<file path="config.mk">
export PLATFORM = sky130hd
export DESIGN_NAME = op_dispatch
export DESIGN_NICKNAME = d
export VERILOG_FILES = /design/src/rtl/op_dispatch.sv
export SDC_FILE = /design/constraint.sdc
export NUM_CORES = 1
export LEC_CHECK = 0
export BUFFER_PORTS_ARGS = -buffer_cell sky130_fd_sc_hd__buf_2
export CORE_MARGIN = 1
export CORE_UTILIZATION = 50
export DETAILED_ROUTE_END_ITERATION = 10
export PLACE_DENSITY_LB_ADDON = 0.05
export SETUP_SLACK_MARGIN = 0.05
export SYNTH_ARGS = -nofsm -noshare
export SYNTH_HDL_FRONTEND = slang
export SYNTH_SLANG_ARGS = --single-unit
</file>
<file path="constraint.sdc">
create_clock -name clk -period 3.75 [get_ports clk]
set_clock_uncertainty 0.1 [all_clocks]
set_input_delay 0.1875 -clock clk [delete_from_list [all_inputs] [get_ports clk]]
set_output_delay 0.1875 -clock clk [all_outputs]
set_load 0.1 [all_outputs]
</file>
<file path="src/rtl/op_dispatch.sv">
// op_dispatch: in-order opcode FIFO that routes its head opcode to green/blue/yellow by opcode[15:14].
// Latency: an opcode pushed at edge N into an empty FIFO is offered during cycle N+1; one opcode/cycle sustained.
// Backpressure: in_ready low when full or flushing; the head offer is sticky until accepted or flushed.
// Optional: define DISPATCH_STATS_EN to add per-unit 16-bit issue counters.
module op_dispatch #(
  parameter int DEPTH = 4
) (
  input  logic                       clk,
  input  logic                       rst_n,
  input  logic                       flush,
  input  logic                       in_valid,
  output logic                       in_ready,
  input  logic [15:0]                in_op,
  output logic                       green_valid,
  output logic                       blue_valid,
  output logic                       yellow_valid,
  input  logic                       green_ready,
  input  logic                       blue_ready,
  input  logic                       yellow_ready,
  output logic [15:0]                out_op,
`ifdef DISPATCH_STATS_EN
  output logic [15:0]                cnt_green,
  output logic [15:0]                cnt_blue,
  output logic [15:0]                cnt_yellow,
`endif
  output logic [$clog2(DEPTH):0]     level
);

  localparam int AW = $clog2(DEPTH);
  localparam int LW = AW + 1;
  localparam logic [LW-1:0] DEPTH_L = LW'(DEPTH);
  localparam logic [AW-1:0] PTR_ONE = AW'(1);
  localparam logic [LW-1:0] LVL_ONE = LW'(1);

  logic [15:0]   r_mem [DEPTH];
  logic [AW-1:0] r_wr_ptr;
  logic [AW-1:0] r_rd_ptr;
  logic [LW-1:0] r_level;

  logic          w_empty;
  logic [15:0]   w_head;
  logic [1:0]    w_sel;
  logic          w_green_vld;
  logic          w_blue_vld;
  logic          w_yellow_vld;
  logic          w_in_ready;
  logic          w_push;
  logic          w_pop_green;
  logic          w_pop_blue;
  logic          w_pop_yellow;
  logic          w_pop;

  // Head decode: offers depend only on registered FIFO state, never on any *_ready.
  always_comb begin
    w_empty      = (r_level == '0);
    w_head       = r_mem[r_rd_ptr];
    w_sel        = w_head[15:14];
    w_green_vld  = ~w_empty & (w_sel == 2'b00);
    w_blue_vld   = ~w_empty & ((w_sel == 2'b01) | (w_sel == 2'b10));
    w_yellow_vld = ~w_empty & (w_sel == 2'b11);
    // No full-bypass: a same-cycle pop does not open a slot for the push.
    w_in_ready   = (r_level < DEPTH_L) & ~flush;
    w_push       = in_valid & w_in_ready;
    // Only the selected unit's ready can retire the head.
    w_pop_green  = w_green_vld & green_ready;
    w_pop_blue   = w_blue_vld & blue_ready;
    w_pop_yellow = w_yellow_vld & yellow_ready;
    w_pop        = w_pop_green | w_pop_blue | w_pop_yellow;
  end

  assign in_ready     = w_in_ready;
  assign green_valid  = w_green_vld;
  assign blue_valid   = w_blue_vld;
  assign yellow_valid = w_yellow_vld;
  assign out_op       = w_empty ? 16'h0000 : w_head;
  assign level        = r_level;

  // Storage array; stale entries are harmless since level gates every read.
  always_ff @(posedge clk) begin
    if (w_push) begin
      r_mem[r_wr_ptr] <= in_op;
    end
  end

  // Pointer and occupancy update; flush wins over push and pop.
  always_ff @(posedge clk or negedge rst_n) begin
    if (!rst_n) begin
      r_wr_ptr <= '0;
      r_rd_ptr <= '0;
      r_level  <= '0;
    end else if (flush) begin
      r_wr_ptr <= '0;
      r_rd_ptr <= '0;
      r_level  <= '0;
    end else begin
      if (w_push) begin
        r_wr_ptr <= r_wr_ptr + PTR_ONE;
      end
      if (w_pop) begin
        r_rd_ptr <= r_rd_ptr + PTR_ONE;
      end
      case ({w_push, w_pop})
        2'b10:   r_level <= r_level + LVL_ONE;
        2'b01:   r_level <= r_level - LVL_ONE;
        default: r_level <= r_level;
      endcase
    end
  end

`ifdef DISPATCH_STATS_EN
  logic [15:0] r_cnt_green;
  logic [15:0] r_cnt_blue;
  logic [15:0] r_cnt_yellow;

  // Issue counters: count every pop per unit, wrap freely, survive flush.
  always_ff @(posedge clk or negedge rst_n) begin
    if (!rst_n) begin
      r_cnt_green  <= '0;
      r_cnt_blue   <= '0;
      r_cnt_yellow <= '0;
    end else begin
      if (w_pop_green) begin
        r_cnt_green <= r_cnt_green + 16'd1;
      end
      if (w_pop_blue) begin
        r_cnt_blue <= r_cnt_blue + 16'd1;
      end
      if (w_pop_yellow) begin
        r_cnt_yellow <= r_cnt_yellow + 16'd1;
      end
    end
  end

  assign cnt_green  = r_cnt_green;
  assign cnt_blue   = r_cnt_blue;
  assign cnt_yellow = r_cnt_yellow;
`endif

endmodule

</file>
==> results of run 1 <==
## worst max-delay path, cell delays in order, from the launching register on
cell and delay, ps:
dfrtp_1 470, mux4_2 550, inv_1 100, ha_1 240, a222oi_1 310, buf_4 190
nor3_1 70, fa_1 430, and2_1 170, a22oi_1 170, a31oi_1 120
## through the flow
stage	worst slack (ps)	hold slack, ps
after floorplan	673	-208
after global placement	768	-62.9
after detailed placement	694	-65.4
after CTS	683	31.2
after global routing	523	41.9
final	717	47.9
## final timing paths
check / endpoint / from / cells after the start
hold reg to reg: r_wr_ptr[1] / r_wr_ptr[1] / 2
hold / removal: r_wr_ptr[0] / flush / 2
min in group asynchronous: level[0] / rst_n / 2
setup / recovery: level[2] / r_rd_ptr[0] / 10
max in group asynchronous: r_rd_ptr[0] / rst_n / 2
setup reg to reg: level[2] / r_rd_ptr[0] / 10
## per-layer routing
metal | share of wire (%) | track usage (%) | up-vias | wire (um)
li1 | - | - | 752 | -
met1 | 43 | 23.7 | 806 | 2170
met2 | 50 | 30.0 | 45 | 2500
met3 | 4.6 | 5.63 | 11 | 233
met4 | 2.9 | 9.45 | 0 | 148
met5 | 0 | 0 | - | 0
## flip-flops by register name, summed over array words and instances, names as in the netlist
signal	flops
r_wr_ptr	2
r_mem	64
r_rd_ptr	2
level	3
## area by class of cell
| type | instances | area (um2) |
|---|---|---|
| Inverter | 4 | 15.0 |
| Fill cell | 446 | 2010 |
| Sequential cell | 71 | 2100 |
| Clock buffer | 10 | 128 |
| Timing Repair Buffer | 67 | 433 |
| Multi-Input combinational cell | 77 | 805 |
| Tap cell | 72 | 90.1 |
| Clock inverter | 5 | 26.3 |
## kinds of logic after synthesis
kind of cell / share of synthesized area [%]
DFF: 70.7
and+or+nand+nor: 8.06
buffers and inverters: 2.15
adders and majority gates: 3.21
muxes: 12.5
AOI/OAI and AO/OA: 1.60
xor gates and xnor gates: 1.73
## cells in the final DEF, fill, tap and decap left out, types with 6 or more instances in the layout
| master | n |
|---|---|
| edfxtp_1 | 64 |
| buf_2 | 45 |
| nor2b_1 | 18 |
| dlygate4sd3_1 | 17 |
| mux4_2 | 16 |
| clkbuf_8 | 9 |
| nor2_1 | 8 |
| dfrtp_1 | 7 |
| and2_1 | 6 |
| ha_1 | 6 |
## what timing repair did
item	4_1_cts	5_1_grt
hold buffers	17	0
buffers inserted	0	0
endpoints found under the setup margin	0	0
hold endpoints to repair	71	0
==> flow_summary.toml, run 1 <==
[run_status]
status = "finished clean"

[synth]
syn-num-nets = 190
synthCells = 160
ys_seq_area_share_pct = 70.7
synth.area.top_cells = "edfxtp_1, mux4_2, dfrtp_1"
synth-async-reset-ratio_pct = 9.86
avgSynthCellArea_um2 = 18.5
synth_common_cells = "edfxtp_1, nor2b_1, mux4_2, nor2_1, dfrtp_1"
yosysMostFrequentCell = "edfxtp_1"
yosysTopAreaCellShare_pct = 64.8
synth-main-ff-cell = "edfxtp_1"
syn_area_um2 = 2970
synth_cell_types = 28
synth_edf_count = 64
synth-seq-cells = 71
ys.warnings.count = 0
synth_area_leader_cell = "edfxtp_1"

[finish]
finalNonFillerCells = 306
fin_util_pct = 64.1
n_antenna_cell = 0
fin_area_um2 = 3590
nNetsFinal = 260
syn2layout_area_growth_pct = 21.2
layout-drive-gt1-share_pct = 35.5

[placement]
place_hpwl_um = 3170
dp.cells = 274
dpl_cell_area_um2 = 3270
gp_congestion = 0.700
numPortBuffers = 45

[clock_tree]
path_clk_slew_ps = 70
numCtsBuffers = 9
cts_tree = "yes"
cts_root_buf = "clkbuf_8"
cts_sinks = 71
cts_buffer_depth = 2
cts_resized = 0
clk_latency_ps = 330
cts_max_level = 3

[detailed_routing]
viasPerCell = 5.27
ant_nets = 0
post_drt_wl_per_cell_um = 16.5
dr.first_iter.drc_count = 85
drc = 0
routed_wl_um = 5060
vias = 1614
dr.pass1.iters = 4

[critical_path]
rrSetupSlack_ps = 720
arrival_ps = 3130
cp_max_fo = 6
criticalPathCategory = "reg -> reg"
startpoint_type = "flop"
cp.required_ps = 3850
end_kind = "flop"

[sta]
relSlewSlack_pct = 37.5
setup_viol = 0
grt_setup_unrepaired = "false"
hold_violations = 0
max_freq_mhz = 330
final-max-slew-violation-count = 0
period_share_pct = 80.9
min_period_ps = 3030
setup_tns_ps = 0
tightest_slew_ps = 938

[floorplanning]
rows = 27
io_pins = 46
initial_utilization_pct = 52.9
die_height_um = 79.0
die_area_um2 = 6240
core_um2 = 5610
die_x_um = 79.0

[min_path]
hp-class = "in -> reg"

[run]
max_cap_violations = 0

[global_routing]
antenna_found_initial = 0
grt_max_degree = 25
grt_pass1_wl_um = 8190
grt_overflow = 0
grt_pass1_vias = 1643
grt_use_total_pct = 18.9
Power of run 1 is left out: the tool's default activity adds up to more than one toggle a clock period on the data nets, which glitch-free logic cannot reach.
==> run 2: changes to the inputs <==
Clock period 3.75 ns to 2.6 ns, I/O delays scaled along.
==> run 2 against run 1 <==
  * The flow now finishes with violations (setup timing)
  * Hold slack worse by 1.9 ps
  * Count of clock-buffer cells in the layout rose by 1
  * Core utilization grew 4.3 points
  * Final area is 6.7% higher
  * First-iteration DRC count down 19%
  * Routed wire length up 8.3%
  * Non-clock buffer count grew 17
  * Global-route usage rose by 0.84 points
  * Largest cell class unchanged
==> flow_summary.toml, run 2 (synthesis results as in run 1) <==
[global_routing]
grt_overflow = 0
antenna_found_initial = 0
grt_pass1_wl_um = 8590
grt_use_total_pct = 19.7
grt_max_degree = 24
grt_pass1_vias = 1752

[run]
max_cap_violations = 0

[clock_tree]
cts_max_level = 3
cts_sinks = 71
path_clk_slew_ps = 70
cts_root_buf = "clkbuf_8"
numCtsBuffers = 9
clk_latency_ps = 330
cts_tree = "yes"
cts_buffer_depth = 2

[detailed_routing]
ant_nets = 0
dr.first_iter.drc_count = 69
viasPerCell = 5.07
drc = 0
dr.pass1.iters = 6
routed_wl_um = 5480
vias = 1637
post_drt_wl_per_cell_um = 17.0

[finish]
largest_register_ffs = 64
fin_area_um2 = 3830
nNetsFinal = 277
syn2layout_area_growth_pct = 29.3
largest_register = "r_mem"
n_antenna_cell = 0
layout-drive-gt1-share_pct = 46.6
final_common_cell = "edfxtp_1"
final_cell_mix = "edfxtp_1, buf_2, buf_4, dlygate4sd3_1, mux4_2"
fillCellCount = 406

[sta]
final-max-slew-violation-count = 0
relSlewSlack_pct = 67.2
hold_violations = 0
max_freq_mhz = 350
layout_setup_ws_ps = -255
min_period_ps = 2850
tightest_slew_ps = 495
setup_viol = 2
grt_setup_unrepaired = "true"
period_share_pct = 110

[critical_path]
arrival_ps = 3020
cp.required_ps = 2760
critical_path.top_delay_family = "adder cells"
criticalPathCategory = "reg -> reg"
crit_buf_inv = 1
cpPeakStageDelay_ps = 560
cp_max_fo = 3
slowest_stage = "fa_2"
startpoint_type = "flop"
crit_path_cell_trace = "mux4_2 -> inv_2 -> ha_4 -> a222oi_1 -> nor3_1 -> fa_2 -> mux2_4 -> nand2_2 -> a31oi_1"
end_kind = "flop"

[floorplanning]
die_x_um = 79.0
die_area_um2 = 6240
initial_utilization_pct = 52.9
core_um2 = 5610
rows = 27
io_pins = 46
die_height_um = 79.0

[placement]
gp_congestion = 0.703
dpl_cell_area_um2 = 3360
place_hpwl_um = 3430
numPortBuffers = 45

[min_path]
hp-class = "in -> async"

[run_status]
status = "complete, but fails checks"
violations = "setup timing"
==> run 2: changes by cell type in the layout (fill, tap and decap cells not counted), moves of 2 or more <==
cell and change:
nor2b_1 -8, buf_4 +15, nor2b_2 +8, o21ai_2 +2, inv_2 +2, inv_1 -2
==> run 2: worst reg2reg max path: stages (launching register included) <==
cell      delay (ps)
dfrtp_1          410
mux4_2           540
inv_2            100
ha_4             200
a222oi_1         380
nor3_1           130
fa_2             560
mux2_4           150
nand2_2           50
a31oi_1          140
==> run 2: final timing paths <==
check / slack, ps / to / start / depth (start not counted)
max: -250 / level[1] / r_rd_ptr[0] / 9
max reg2reg: -250 / level[1] / r_rd_ptr[0] / 9
min: 50 / r_rd_ptr[0] / rst_n / 2
max in group asynchronous: 2190 / r_rd_ptr[1] / rst_n / 2
min reg2reg: 530 / r_wr_ptr[1] / r_wr_ptr[1] / 2
min in group clk: 50 / level[2] / in_valid / 4
==> run 2: stage by stage <==
stage / TNS [ps] / utilization (%) / instances / worst slack [ps] / hold slack, ps
2_1_floorplan: -5600 / - / 160 / -451 / -266
3_3_place_gp: -440 / 60.0 / 281 / -243 / -124
3_5_place_dp: -612 / 60.0 / 281 / -327 / -123
4_1_cts: -396 / 67.9 / 321 / -249 / 19.4
5_1_grt: -617 / 68.4 / 323 / -353 / 60.1
6_report: -414 / 68.4 / 323 / -255 / 46.0
==> run 2: what timing repair did <==
action | 4_1_cts | 5_1_grt
pin swaps | 4 | 4
setup buffers | 7 | 2
hold buffers | 18 | 0
resized for setup | 8 | 3
setup endpoints to repair | 2 | 3
gates cloned | 0 | 0
hold endpoints to repair | 77 | 0
==> run 2: metal layers <==
metal,wire length (um),track usage [%]
met1,2300,23.7
met2,2850,33.8
met3,229,3.68
met4,102,10.5
met5,0,0
==> run 2: cell type report <==
cell class	instances	area, um2	share of cell area [%]
Clock inverter	4	47.5	1.24
Timing Repair Buffer	84	582	15.2
Inverter	4	15.0	0.392
Multi-Input combinational cell	77	872	22.7
Tap cell	72	90.1	2.35
Sequential cell	71	2100	54.7
Clock buffer	11	131	3.43
Power of run 2 is left out for the same reason.
==> run 3: changes to the inputs <==
Settings changed: MAX_ROUTING_LAYER set to met4.
==> run 3 against run 2 <==
  * The flow still finishes with violations (setup timing)
  * First-iteration DRC count fell by 4.3%
  * Final area did not move
  * Via count grew 1.0%
  * Cell count is the same
  * Non-clock buffer count unchanged
  * Routed wire length up 0.60%
  * Critical path type unchanged
==> flow_summary.toml, run 3 (synthesis results as in run 1) <==
[min_path]
hp-class = "in -> async"

[critical_path]
cp.required_ps = 2760
criticalPathCategory = "reg -> reg"
regToRegEndpoint = "level[1]"
rrSetupSlack_ps = -260
arrival_ps = 3020
cp_max_fo = 3
end_kind = "flop"
crit_start = "r_rd_ptr[0]"
reg2reg_depth = 9
startpoint_type = "flop"
regToRegStartpoint = "r_rd_ptr[0]"

[global_routing]
antenna_found_initial = 0
grt_max_degree = 24
grt_overflow = 0
grt_pass1_wl_um = 8600
grt_use_total_pct = 20.3
grt_pass1_vias = 1746

[clock_tree]
cts_tree = "yes"
path_clk_slew_ps = 70
cts_buffer_depth = 2
clk_latency_ps = 330
cts_root_buf = "clkbuf_8"
cts_max_level = 3
cts_sinks = 71
numCtsBuffers = 9

[sta]
holdWs_ps = 46.7
max_freq_mhz = 350
tightest_slew_ps = 497
setup_viol = 2
relSlewSlack_pct = 67.1
grt_setup_unrepaired = "true"
hold_violations = 0
period_share_pct = 110
final-max-slew-violation-count = 0
layout_setup_ws_ps = -256
min_period_ps = 2860

[finish]
largest_register_ffs = 64
largest_register = "r_mem"
n_antenna_cell = 0
final_common_cell = "edfxtp_1"
final_cell_mix = "edfxtp_1, buf_2, buf_4, dlygate4sd3_1, mux4_2"
layout-drive-gt1-share_pct = 46.6
syn2layout_area_growth_pct = 29.3
nNetsFinal = 277

[floorplanning]
core_um2 = 5610
die_height_um = 79.0
io_pins = 46
die_x_um = 79.0
rows = 27
initial_utilization_pct = 52.9
die_area_um2 = 6240

[run_status]
violations = "setup timing"
status = "complete, but fails checks"

[placement]
numPortBuffers = 45
gp_congestion = 0.711
place_hpwl_um = 3430
post-place-ws_ps = -327

[run]
max_cap_violations = 0

[detailed_routing]
dr.pass1.iters = 4
dr.first_iter.drc_count = 66
post_drt_wl_per_cell_um = 17.1
routed_wl_um = 5510
vias = 1654
drc = 0
ant_nets = 0
viasPerCell = 5.12
## run 3: worst max-delay path by stage
stage,end,cells past startpoint
final,level[1],9
after global routing,level[1],9
after CTS,level[1],9
after detailed placement,level[1],9
after global placement,level[1],9
after floorplan,level[1],10
## run 3: timing repair
action / CTS / global route
gates resized for setup: 8 / 3
buffers inserted: 7 / 2
setup endpoints to repair: 2 / 3
hold endpoints to repair: 77 / 0
hold buffers: 18 / 0
pin swaps: 4 / 4
## run 3: through the flow
stage	cell area, um2	cells	setup TNS [ps]	utilization (%)
after floorplan	2990	160	-5600	-
after global placement	3360	281	-440	60.0
after detailed placement	3360	281	-612	60.0
after CTS	3810	321	-396	67.9
after global routing	3830	323	-617	68.4
final	3830	323	-418	68.4
## run 3: area by class of cell
| class | instances | area [um2] |
|---|---|---|
| tap | 72 | 90.1 |
| timing repair buffer | 84 | 582 |
| clock buffer | 11 | 131 |
| clock inverter | 4 | 47.5 |
| sequential | 71 | 2100 |
| multi-input combinational | 77 | 872 |
| fill | 406 | 1770 |
| inverter | 4 | 15.0 |
## run 3: routing by layer
metal  up-vias  track usage [%]  part of all wire, %
met3        11             3.45                  4.0
met4         0             10.5                  1.9
met2        51             33.9                   53
li1        784                -                    -
met5         -                -                    0
met1       808             23.9                   41
## run 3: critical path: stages, from the launching register on
cell	delay [ps]
dfrtp_1	410
mux4_2	540
inv_2	100
ha_4	200
a222oi_1	380
nor3_1	130
fa_2	560
mux2_4	150
nand2_2	50
a31oi_1	140
Power of run 3 is left out for the same reason.
